==> config.mk <==
export PLATFORM = sky130hd
export DESIGN_NAME = three_parallel_sequencer
export DESIGN_NICKNAME = d
export VERILOG_FILES = /design/src/rtl/three_parallel_pkg.sv /design/src/rtl/three_parallel_obuf.sv /design/src/rtl/three_parallel_sequencer.sv
export SDC_FILE = /design/constraint.sdc
export NUM_CORES = 1
export LEC_CHECK = 0
export CAP_MARGIN = 40
export CORE_MARGIN = 2
export CORE_UTILIZATION = 46
export DETAILED_ROUTE_END_ITERATION = 6
export PLACE_DENSITY = 0.62
export SYNTH_ARGS = -nofsm -noshare
export SYNTH_HDL_FRONTEND = slang
export SYNTH_SLANG_ARGS = --single-unit
==> constraint.sdc <==
create_clock -name clk -period 4 [get_ports clk]
set_clock_uncertainty 0.15 [all_clocks]
set_input_delay 0.6 -clock clk [delete_from_list [all_inputs] [get_ports clk]]
set_output_delay 0.6 -clock clk [all_outputs]
set_load 0.1 [all_outputs]
==> src/rtl/three_parallel_pkg.sv <==
// Shared types and defaults for the 3-parallel FIR sequencer.
// The optional pipeline flush is built when SEQ_FLUSH_EN is defined.
package three_parallel_pkg;

    localparam int DW_DEF         = 16;
    localparam int OW_DEF         = 64;
    localparam int LATENCY_DEF    = 4;
    localparam int OBUF_DEPTH_DEF = 4;

    typedef logic signed [DW_DEF-1:0] sample_t;
    typedef logic signed [OW_DEF-1:0] result_t;

    typedef struct packed {
        result_t r1;
        result_t r2;
        result_t r3;
    } blk_res_t;

    // Serializer phase walks dout1 -> dout2 -> dout3 and wraps.
    function automatic logic [1:0] phase_next(input logic [1:0] phase);
        logic [1:0] nxt;
        case (phase)
            2'd0:    nxt = 2'd1;
            2'd1:    nxt = 2'd2;
            default: nxt = 2'd0;
        endcase
        return nxt;
    endfunction

endpackage

==> src/rtl/three_parallel_obuf.sv <==
// Output block buffer: synchronous FIFO of 3-result entries with
// simultaneous push/pop and an occupancy count used for credit.
module three_parallel_obuf
    import three_parallel_pkg::*;
#(
    parameter int  DEPTH   = OBUF_DEPTH_DEF,
    parameter type entry_t = blk_res_t,
    localparam int AW      = $clog2(DEPTH)
) (
    input  logic    clk,
    input  logic    rst,
    input  logic    push,
    input  entry_t  din,
    input  logic    pop,
    output entry_t  dout,
    output logic [AW:0] occ,
    output logic    empty
);

    entry_t          mem_r [DEPTH];
    logic [AW-1:0]   wr_ptr_r;
    logic [AW-1:0]   rd_ptr_r;
    logic [AW:0]     occ_r;
    logic            do_push_s;
    logic            do_pop_s;

    // Guard the handshakes so a misuse can never corrupt the pointers.
    always_comb begin
        do_pop_s  = pop && (occ_r != '0);
        if (occ_r != (AW+1)'(DEPTH)) begin
            do_push_s = push;
        end else begin
            do_push_s = push && do_pop_s;
        end
    end

    // Storage, pointers and occupancy.
    always_ff @(posedge clk or negedge rst) begin
        if (!rst) begin
            for (int i = 0; i < DEPTH; i++) begin
                mem_r[i] <= '0;
            end
            wr_ptr_r <= '0;
            rd_ptr_r <= '0;
            occ_r    <= '0;
        end else begin
            if (do_push_s) begin
                mem_r[wr_ptr_r] <= din;
                wr_ptr_r        <= wr_ptr_r + AW'(1);
            end
            if (do_pop_s) begin
                rd_ptr_r <= rd_ptr_r + AW'(1);
            end
            case ({do_push_s, do_pop_s})
                2'b10:   occ_r <= occ_r + (AW+1)'(1);
                2'b01:   occ_r <= occ_r - (AW+1)'(1);
                default: occ_r <= occ_r;
            endcase
        end
    end

    assign dout  = mem_r[rd_ptr_r];
    assign occ   = occ_r;
    assign empty = (occ_r == '0);

endmodule

==> src/rtl/three_parallel_sequencer.sv <==
// Scheduler between a serial sample stream and a 3-parallel FIR pipeline:
// gathers 3-sample blocks, issues them with a filt_en pulse, tracks blocks
// in flight, buffers results and serializes them with valid/ready.
// Define SEQ_FLUSH_EN to add the flush input that drains the pipeline.
module three_parallel_sequencer
    import three_parallel_pkg::*;
#(
    parameter int DW         = DW_DEF,
    parameter int OW         = OW_DEF,
    parameter int LATENCY    = LATENCY_DEF,
    parameter int OBUF_DEPTH = OBUF_DEPTH_DEF
) (
    input  logic                 clk,
    input  logic                 rst,
    input  logic signed [DW-1:0] in_data,
    input  logic                 in_valid,
    output logic                 in_ready,
    output logic signed [DW-1:0] filt_din1,
    output logic signed [DW-1:0] filt_din2,
    output logic signed [DW-1:0] filt_din3,
    output logic                 filt_en,
    input  logic signed [OW-1:0] filt_dout1,
    input  logic signed [OW-1:0] filt_dout2,
    input  logic signed [OW-1:0] filt_dout3,
    output logic signed [OW-1:0] out_data,
    output logic                 out_valid,
    input  logic                 out_ready,
    output logic                 busy
`ifdef SEQ_FLUSH_EN
    ,
    input  logic                 flush
`endif
);

    localparam int OCW = $clog2(OBUF_DEPTH) + 1;

    typedef struct packed {
        logic signed [OW-1:0] r1;
        logic signed [OW-1:0] r2;
        logic signed [OW-1:0] r3;
    } blk_t;

    logic [1:0]           count_r;
    logic signed [DW-1:0] slot0_r;
    logic signed [DW-1:0] slot1_r;
    logic signed [DW-1:0] slot2_r;
    logic [LATENCY-1:0]   vpipe_r;
    logic [1:0]           phase_r;

    logic                 credit_s;
    logic                 real_s;
    logic                 bubble_s;
    logic                 issue_s;
    logic                 accept_s;
    logic                 push_s;
    logic                 pop_s;
    logic                 empty_s;
    logic [OCW-1:0]       occ_s;
    blk_t                 push_blk_s;
    blk_t                 head_s;

    // Credit: buffered blocks plus tagged blocks in flight must leave room.
    always_comb begin
        if ((32'(occ_s) + 32'($countones(vpipe_r))) < 32'(OBUF_DEPTH)) begin
            credit_s = 1'b1;
        end else begin
            credit_s = 1'b0;
        end
    end

    // Decide whether this cycle issues a real block or a flush bubble.
    always_comb begin
        real_s   = 1'b0;
        bubble_s = 1'b0;
`ifdef SEQ_FLUSH_EN
        if (credit_s && (count_r == 2'd3)) begin
            real_s = 1'b1;
        end else if (credit_s && flush && (count_r != 2'd0)) begin
            real_s = 1'b1;
        end else if (credit_s && flush && (vpipe_r != '0)) begin
            bubble_s = 1'b1;
        end else begin
            real_s   = 1'b0;
            bubble_s = 1'b0;
        end
`else
        if (credit_s && (count_r == 2'd3)) begin
            real_s = 1'b1;
        end else begin
            real_s = 1'b0;
        end
`endif
    end

    assign issue_s = real_s | bubble_s;
    assign filt_en = issue_s;

    // Input handshake: room in the gather slots, or the slots empty this cycle.
    always_comb begin
`ifdef SEQ_FLUSH_EN
        if (flush) begin
            in_ready = 1'b0;
        end else if ((count_r < 2'd3) || issue_s) begin
            in_ready = 1'b1;
        end else begin
            in_ready = 1'b0;
        end
`else
        if ((count_r < 2'd3) || issue_s) begin
            in_ready = 1'b1;
        end else begin
            in_ready = 1'b0;
        end
`endif
    end

    assign accept_s = in_valid && in_ready;

    // Block samples to the filter; unfilled slots read as zero when flushing.
    always_comb begin
`ifdef SEQ_FLUSH_EN
        filt_din1 = (count_r > 2'd0) ? slot0_r : '0;
        filt_din2 = (count_r > 2'd1) ? slot1_r : '0;
        filt_din3 = (count_r > 2'd2) ? slot2_r : '0;
`else
        filt_din1 = slot0_r;
        filt_din2 = slot1_r;
        filt_din3 = slot2_r;
`endif
    end

    // Gather slots and fill count; an accept during issue starts the next block.
    always_ff @(posedge clk or negedge rst) begin
        if (!rst) begin
            count_r <= 2'd0;
            slot0_r <= '0;
            slot1_r <= '0;
            slot2_r <= '0;
        end else if (issue_s) begin
            if (accept_s) begin
                slot0_r <= in_data;
                count_r <= 2'd1;
            end else begin
                count_r <= 2'd0;
            end
        end else if (accept_s) begin
            case (count_r)
                2'd0:    slot0_r <= in_data;
                2'd1:    slot1_r <= in_data;
                2'd2:    slot2_r <= in_data;
                default: slot2_r <= slot2_r;
            endcase
            count_r <= count_r + 2'd1;
        end else begin
            count_r <= count_r;
        end
    end

    // In-flight tags advance only with the filter clock-enable.
    always_ff @(posedge clk or negedge rst) begin
        if (!rst) begin
            vpipe_r <= '0;
        end else if (issue_s) begin
            vpipe_r <= (vpipe_r << 1) | LATENCY'(real_s);
        end else begin
            vpipe_r <= vpipe_r;
        end
    end

    assign push_s     = issue_s && vpipe_r[LATENCY-1];
    assign push_blk_s = '{r1: filt_dout1, r2: filt_dout2, r3: filt_dout3};
    assign pop_s      = out_valid && out_ready && (phase_r == 2'd2);

    three_parallel_obuf #(
        .DEPTH   (OBUF_DEPTH),
        .entry_t (blk_t)
    ) u_obuf (
        .clk   (clk),
        .rst   (rst),
        .push  (push_s),
        .din   (push_blk_s),
        .pop   (pop_s),
        .dout  (head_s),
        .occ   (occ_s),
        .empty (empty_s)
    );

    assign out_valid = !empty_s;

    // Serializer phase moves only on an accepted output beat.
    always_ff @(posedge clk or negedge rst) begin
        if (!rst) begin
            phase_r <= 2'd0;
        end else if (out_valid && out_ready) begin
            phase_r <= phase_next(phase_r);
        end else begin
            phase_r <= phase_r;
        end
    end

    // Select the current result of the head block.
    always_comb begin
        if (empty_s) begin
            out_data = '0;
        end else begin
            case (phase_r)
                2'd0:    out_data = head_s.r1;
                2'd1:    out_data = head_s.r2;
                2'd2:    out_data = head_s.r3;
                default: out_data = '0;
            endcase
        end
    end

    assign busy = (count_r != 2'd0) || (vpipe_r != '0) || !empty_s;

endmodule

==> flow_metrics.py, run 1 <==
metrics = {
    "power": {
        "powerDensity_mw_per_mm2": 835,
        "ir_drop_mv": 1.23,
        "power.leakage_nw": 18.7,
    },
    "global_routing": {
        "grt_max_degree": 125,
        "grt_usage_pct": 22.4,
        "gr-total-overflow": 0,
        "grt_pass1_vias": 24000,
        "grt_pass1_wl_mm": 142,
        "antenna_found_initial": 25,
    },
    "worst_setup_path": {
        "cp.arrival_ns": 2.97,
        "startpoint_type": "flip-flop",
        "end_kind": "output port",
        "crit_required_ns": 3.25,
        "crit_fanout": 15,
        "critical_path_class": "reg -> out",
    },
    "die": {
        "ios": 328,
        "die_area_mm2": 0.0819,
        "core_mm2": 0.0789,
        "die_x_um": 286,
        "fp.dieH_um": 286,
        "start_util_pct": 46.5,
        "num_rows": 103,
    },
    "worst_hold_path": {
        "hold_class": "reg -> reg",
    },
    "sta": {
        "period_share_pct": 92.9,
        "maxSlewViolCount": 0,
        "hold_viol_final": 0,
        "holdWs_ns": 0.347,
        "fmax_ghz": 0.269,
        "finalSetupViolCount": 0,
        "grt_setup_unrepaired": "no",
        "post-route-min-period_ns": 3.72,
        "worst_pin_slew_ns": 0.918,
        "max_slew_margin_pct": 38.8,
    },
    "drt": {
        "ant_nets": 0,
        "drt-pass1-iter-count": 7,
        "routed_via_density": 5.66,
        "wirelength_mm": 89.8,
        "wl_per_cell_um": 23.8,
        "via_count": 21300,
        "drc": 0,
        "drt-initial-drc-count": 1021,
    },
    "clock_tree": {
        "numCtsBuffers": 89,
        "path_clk_slew_ns": 0.06,
        "cts-root-buf": "clkbuf_16",
        "htreeDepth": 3,
        "cts_tree": "done",
        "clock_sinks": 831,
        "clockBufferDepth": 3,
        "clock_latency_ns": 0.63,
    },
    "synth": {
        "ys_ff_latch": 831,
        "syn_nets": 2497,
        "synth_top_area_share_pct": 56.8,
        "synth.area.top_cells": "dfrtp_1 57%, mux2_2 25%, mux4_2 12%, buf_2 1.3%, a22oi_1 1.3%",
        "synth_cells": 2272,
        "synth_flop_cell": "dfrtp_1",
        "yosysWarningCount": 0,
        "ys_seq_area_share_pct": 56.8,
        "synth_area_leader_cell": "dfrtp_1",
        "async_flop_share_pct": 100,
        "synth_edf_count": 0,
        "synth.distinct_cells": 31,
        "avgSynthCellArea_um2": 16.1,
        "syn_area_mm2": 0.0366,
    },
    "placed_design": {
        "place_area_mm2": 0.0423,
        "gp_congestion": 0.771,
        "port_buffers": 327,
        "hpwl_mm": 55.6,
    },
    "cells_and_area": {
        "drive_gt1_share_pct": 49.1,
        "layout_common_cells": "829 x dfrtp_1, 818 x mux2_2, 259 x clkdlybuf4s50_1, 192 x mux4_2, 93 x clkbuf_16",
        "final_nets": 2870,
        "syn_to_final_growth_pct": 23.2,
        "fin_area_mm2": 0.0451,
        "layout_commonest_cell": "dfrtp_1",
        "fill_cells": 6180,
    },
    "run": {
        "maxCapViolations": 0,
    },
    "run_status": {
        "outcome": "finished clean",
    },
}
[synthesized netlist by cell type, types with 2 or more instances]
cell type / number
a22oi_1: 64
mux4_2: 192
o21ai_0: 5
buf_2: 98
dfrtp_1: 831
clkbuf_1: 55
mux2i_1: 2
nor2_1: 4
and3_1: 2
inv_1: 11
xnor2_1: 4
ha_1: 11
nor2b_1: 2
or3_1: 2
mux2_2: 818
nand2_1: 82
xor2_1: 2
buf_1: 5
a21oi_1: 67
nand2b_1: 2
o31ai_1: 2
fa_1: 2
[stage by stage]
step / util, % / setup TNS, ns / power, mW / setup WS (ns) / cells
detailed placement: 53.6 / 0 / 30.1 / 0.690 / 3603
finish: 57.2 / 0 / 37.7 / 0.283 / 3768
global route: 57.2 / 0 / 39.3 / 0.121 / 3767
floorplan: - / -18.72 / 23.9 / -0.304 / 2272
CTS: 57.2 / 0 / 38.2 / 0.197 / 3754
global placement: 52.6 / 0 / 28.8 / 0.751 / 3554
[cells by family after synthesis]
| kind of cell | after synthesis | synth area share [%] |
|---|---|---|
| AO/OA/AOI/OAI | 142 | 2.41 |
| XOR/XNOR | 6 | 0.143 |
| adder cells (fa/ha/maj) | 13 | 0.485 |
| buffers and inverters | 170 | 2.09 |
| flip-flops | 831 | 56.8 |
| multiplexers | 1012 | 37.0 |
| AND/OR/NAND/NOR | 98 | 1.12 |
[worst max-delay path, cell delays in order, from the launching register on]
cell and delay [ns]:
dfrtp_4 0.72, buf_4 0.41, mux4_2 0.57, a22oi_1 0.25, a21oi_1 0.13, buf_4 0.25
[cell type report]
| type | count | area [µm²] | share of cell area (%) |
|---|---|---|---|
| Sequential cell | 831 | 20800 | 46.1 |
| Clock buffer | 130 | 2600 | 5.75 |
| Clock inverter | 20 | 210 | 0.466 |
| Antenna cell | 14 | 35.0 | 0.0776 |
| Tap cell | 1050 | 1310 | 2.91 |
| Multi-Input combinational cell | 1271 | 15100 | 33.5 |
| Inverter | 11 | 41.3 | 0.0915 |
| Timing Repair Buffer | 441 | 5000 | 11.1 |
[report_power, final]
group / total (mW) / internal (mW) / switching (mW)
registers: 11.1 / 10.1 / 1.01
clock network: 7.96 / 4.72 / 3.24
logic: 18.6 / 7.09 / 11.5
total: 37.7 / 21.9 / 15.8
[worst paths after layout]
kind                               startpoint                 to  slack [ns]  depth (start not counted)
min in group asynchronous                 rst  u_obuf.mem_r[584]        0.44                          2
max reg2reg                        vpipe_r[0]  u_obuf.mem_r[565]        0.66                          7
max in group asynchronous                 rst  u_obuf.mem_r[293]        2.06                          4
max                        u_obuf.rd_ptr_r[0]       out_data[45]        0.28                          5
min reg2reg                 u_obuf.mem_r[328]  u_obuf.mem_r[328]        0.35                          1
min                         u_obuf.mem_r[328]  u_obuf.mem_r[328]        0.35                          1
[per-layer routing]
metal | global-route usage (%) | wire [µm] | vias up
met5 | 0 | 149 | -
met4 | 7.80 | 2090 | 24
met3 | 4.09 | 4000 | 133
met2 | 37.5 | 45100 | 404
met1 | 29.4 | 38400 | 11500
li1 | - | - | 9246
[sequential cells by signal (all words and copies together), names as in the netlist, 3 cells and up]
| signal | flops |
|---|---|
| u_obuf.mem_r | 768 |
| filt_din1 | 16 |
| filt_din2 | 16 |
| filt_din3 | 16 |
| vpipe_r | 4 |
| u_obuf.occ | 3 |
[timing repair]
action	CTS	global route
gates resized for setup	0	0
hold buffers	1	0
hold endpoints to repair	88	0
buffers inserted	0	0
Power figures use the tool's default switching activity.
==> run 2: changes to the inputs <==
--- a/config.mk
+++ b/config.mk
@@ -9,6 +9,7 @@
 export CORE_MARGIN = 2
 export CORE_UTILIZATION = 46
 export DETAILED_ROUTE_END_ITERATION = 6
+export HOLD_SLACK_MARGIN = 0.05
 export PLACE_DENSITY = 0.62
 export SYNTH_ARGS = -nofsm -noshare
 export SYNTH_HDL_FRONTEND = slang
==> constraint.sdc (replaced) <==
create_clock -name clk -period 4 [get_ports clk]
set_clock_uncertainty 0.15 [all_clocks]
set_input_delay 0.4 -clock clk [delete_from_list [all_inputs] [get_ports clk]]
set_output_delay 0.4 -clock clk [all_outputs]
set_load 0.1 [all_outputs]
==> flow_metrics.py, run 2 (synthesis results as in run 1) <==
metrics = {
    "clock_tree": {
        "cts_tree": "done",
        "post_cts_resized": 0,
        "htreeDepth": 3,
        "cts-root-buf": "clkbuf_16",
        "numCtsBuffers": 90,
        "clockBufferDepth": 3,
        "path_clk_slew_ns": 0.06,
        "clock_latency_ns": 0.63,
        "clock_sinks": 831,
    },
    "drt": {
        "drc": 0,
        "wl_per_cell_um": 24.0,
        "wirelength_mm": 90.3,
        "via_count": 21300,
        "drt-initial-drc-count": 1027,
        "routed_via_density": 5.67,
        "ant_nets": 0,
        "drt-pass1-iter-count": 5,
    },
    "cells_and_area": {
        "final_nets": 2860,
        "layout_common_cells": "829 x dfrtp_1, 818 x mux2_2, 259 x clkdlybuf4s50_1, 192 x mux4_2, 93 x clkbuf_16",
        "fin_area_mm2": 0.0451,
        "drive_gt1_share_pct": 49.5,
        "largest_register": "u_obuf.mem_r",
        "utilization_pct": 57.2,
        "layout_commonest_cell": "dfrtp_1",
        "largest_reg_flops": 768,
        "fill_cells": 6191,
        "syn_to_final_growth_pct": 23.1,
        "final_cells": 3759,
    },
    "sta": {
        "finalSetupViolCount": 0,
        "max_slew_margin_pct": 29.7,
        "worst_pin_slew_ns": 1.05,
        "fmax_ghz": 0.286,
        "maxSlewViolCount": 0,
        "fin_setup_tns_ns": 0,
        "grt_setup_unrepaired": "no",
        "layout_setup_ws_ns": 0.508,
        "post-route-min-period_ns": 3.49,
        "period_share_pct": 87.3,
        "hold_viol_final": 0,
    },
    "die": {
        "ios": 328,
        "fp.dieH_um": 286,
        "die_area_mm2": 0.0819,
        "die_x_um": 286,
        "num_rows": 103,
        "start_util_pct": 46.5,
        "core_mm2": 0.0789,
    },
    "global_routing": {
        "grt_usage_pct": 22.3,
        "grt_max_degree": 112,
        "gr-total-overflow": 0,
        "grt_pass1_wl_mm": 141,
        "antenna_found_initial": 15,
        "grt_pass1_vias": 23900,
    },
    "worst_setup_path": {
        "crit_required_ns": 3.45,
        "startpoint_type": "flip-flop",
        "cp.arrival_ns": 2.94,
        "critical_path_class": "reg -> out",
        "end_kind": "output port",
        "crit_fanout": 7,
    },
    "placed_design": {
        "place_area_mm2": 0.0420,
        "port_buffers": 327,
        "gp_congestion": 0.789,
        "hpwl_mm": 53.9,
        "place_ws_ns": 0.770,
        "dp.cells": 3592,
    },
    "run_status": {
        "outcome": "finished clean",
    },
    "power": {
        "powerDensity_mw_per_mm2": 839,
        "power.leakage_nw": 18.7,
        "ir_drop_mv": 0.948,
    },
    "worst_hold_path": {
        "hold_class": "in -> reg",
    },
    "run": {
        "maxCapViolations": 0,
    },
}
==> run 2: worst max-delay path, cell delays in order, from the launching register on <==
cell	delay [ns]
dfrtp_1	0.41
fa_1	0.50
ha_1	0.31
a21oi_1	0.07
o21ai_1	0.45
inv_1	0.26
buf_4	0.30
==> run 2: worst paths after layout <==
| check | start | endpoint | slack [ns] | cells past startpoint |
|---|---|---|---|---|
| min in group asynchronous | rst | u_obuf.mem_r[453] | 0.35 | 2 |
| setup / recovery | vpipe_r[0] | filt_en | 0.51 | 6 |
| setup reg to reg | vpipe_r[0] | u_obuf.mem_r[555] | 0.73 | 7 |
| hold reg to reg | u_obuf.mem_r[334] | u_obuf.mem_r[334] | 0.35 | 1 |
| max in group asynchronous | rst | u_obuf.mem_r[437] | 2.16 | 3 |
| hold / removal | in_data[9] | filt_din2[9] | 0.29 | 2 |
==> run 2: through the flow <==
stage	hold slack, ns	power [mW]
floorplan	-0.0456	23.9
global placement	0.331	28.5
detailed placement	0.337	29.7
CTS	0.259	38.2
global route	0.277	39.5
finish	0.291	37.8
==> run 2: final cells by class <==
cell class	instances	area, µm²	share of cell area [%]
antenna	6	15.0	0.0333
clock buffer	127	2650	5.87
clock inverter	33	379	0.841
inverter	11	41.3	0.0916
multi-input combinational	1271	15100	33.6
sequential	831	20800	46.1
tap	1050	1310	2.91
timing repair buffer	430	4750	10.5
==> run 2: report_power, final <==
part,internal (mW),switching [mW],leakage [nW]
Combinational,6.82,11.6,7.54
Sequential,10.1,0.914,9.70
Clock,4.99,3.41,1.48
==> run 2: repair_timing <==
item / 4_1_cts / 5_1_grt
hold buffers: 1 / 0
setup buffers: 0 / 0
endpoints found under the setup margin: 0 / 0
hold endpoints to repair: 89 / 0
==> run 2: per-layer routing <==
layer,part of all wire [%],global-route usage (%)
met5,0.15,0
met4,1.9,5.88
met3,5.1,4.69
met2,50,37.4
met1,43,29.6
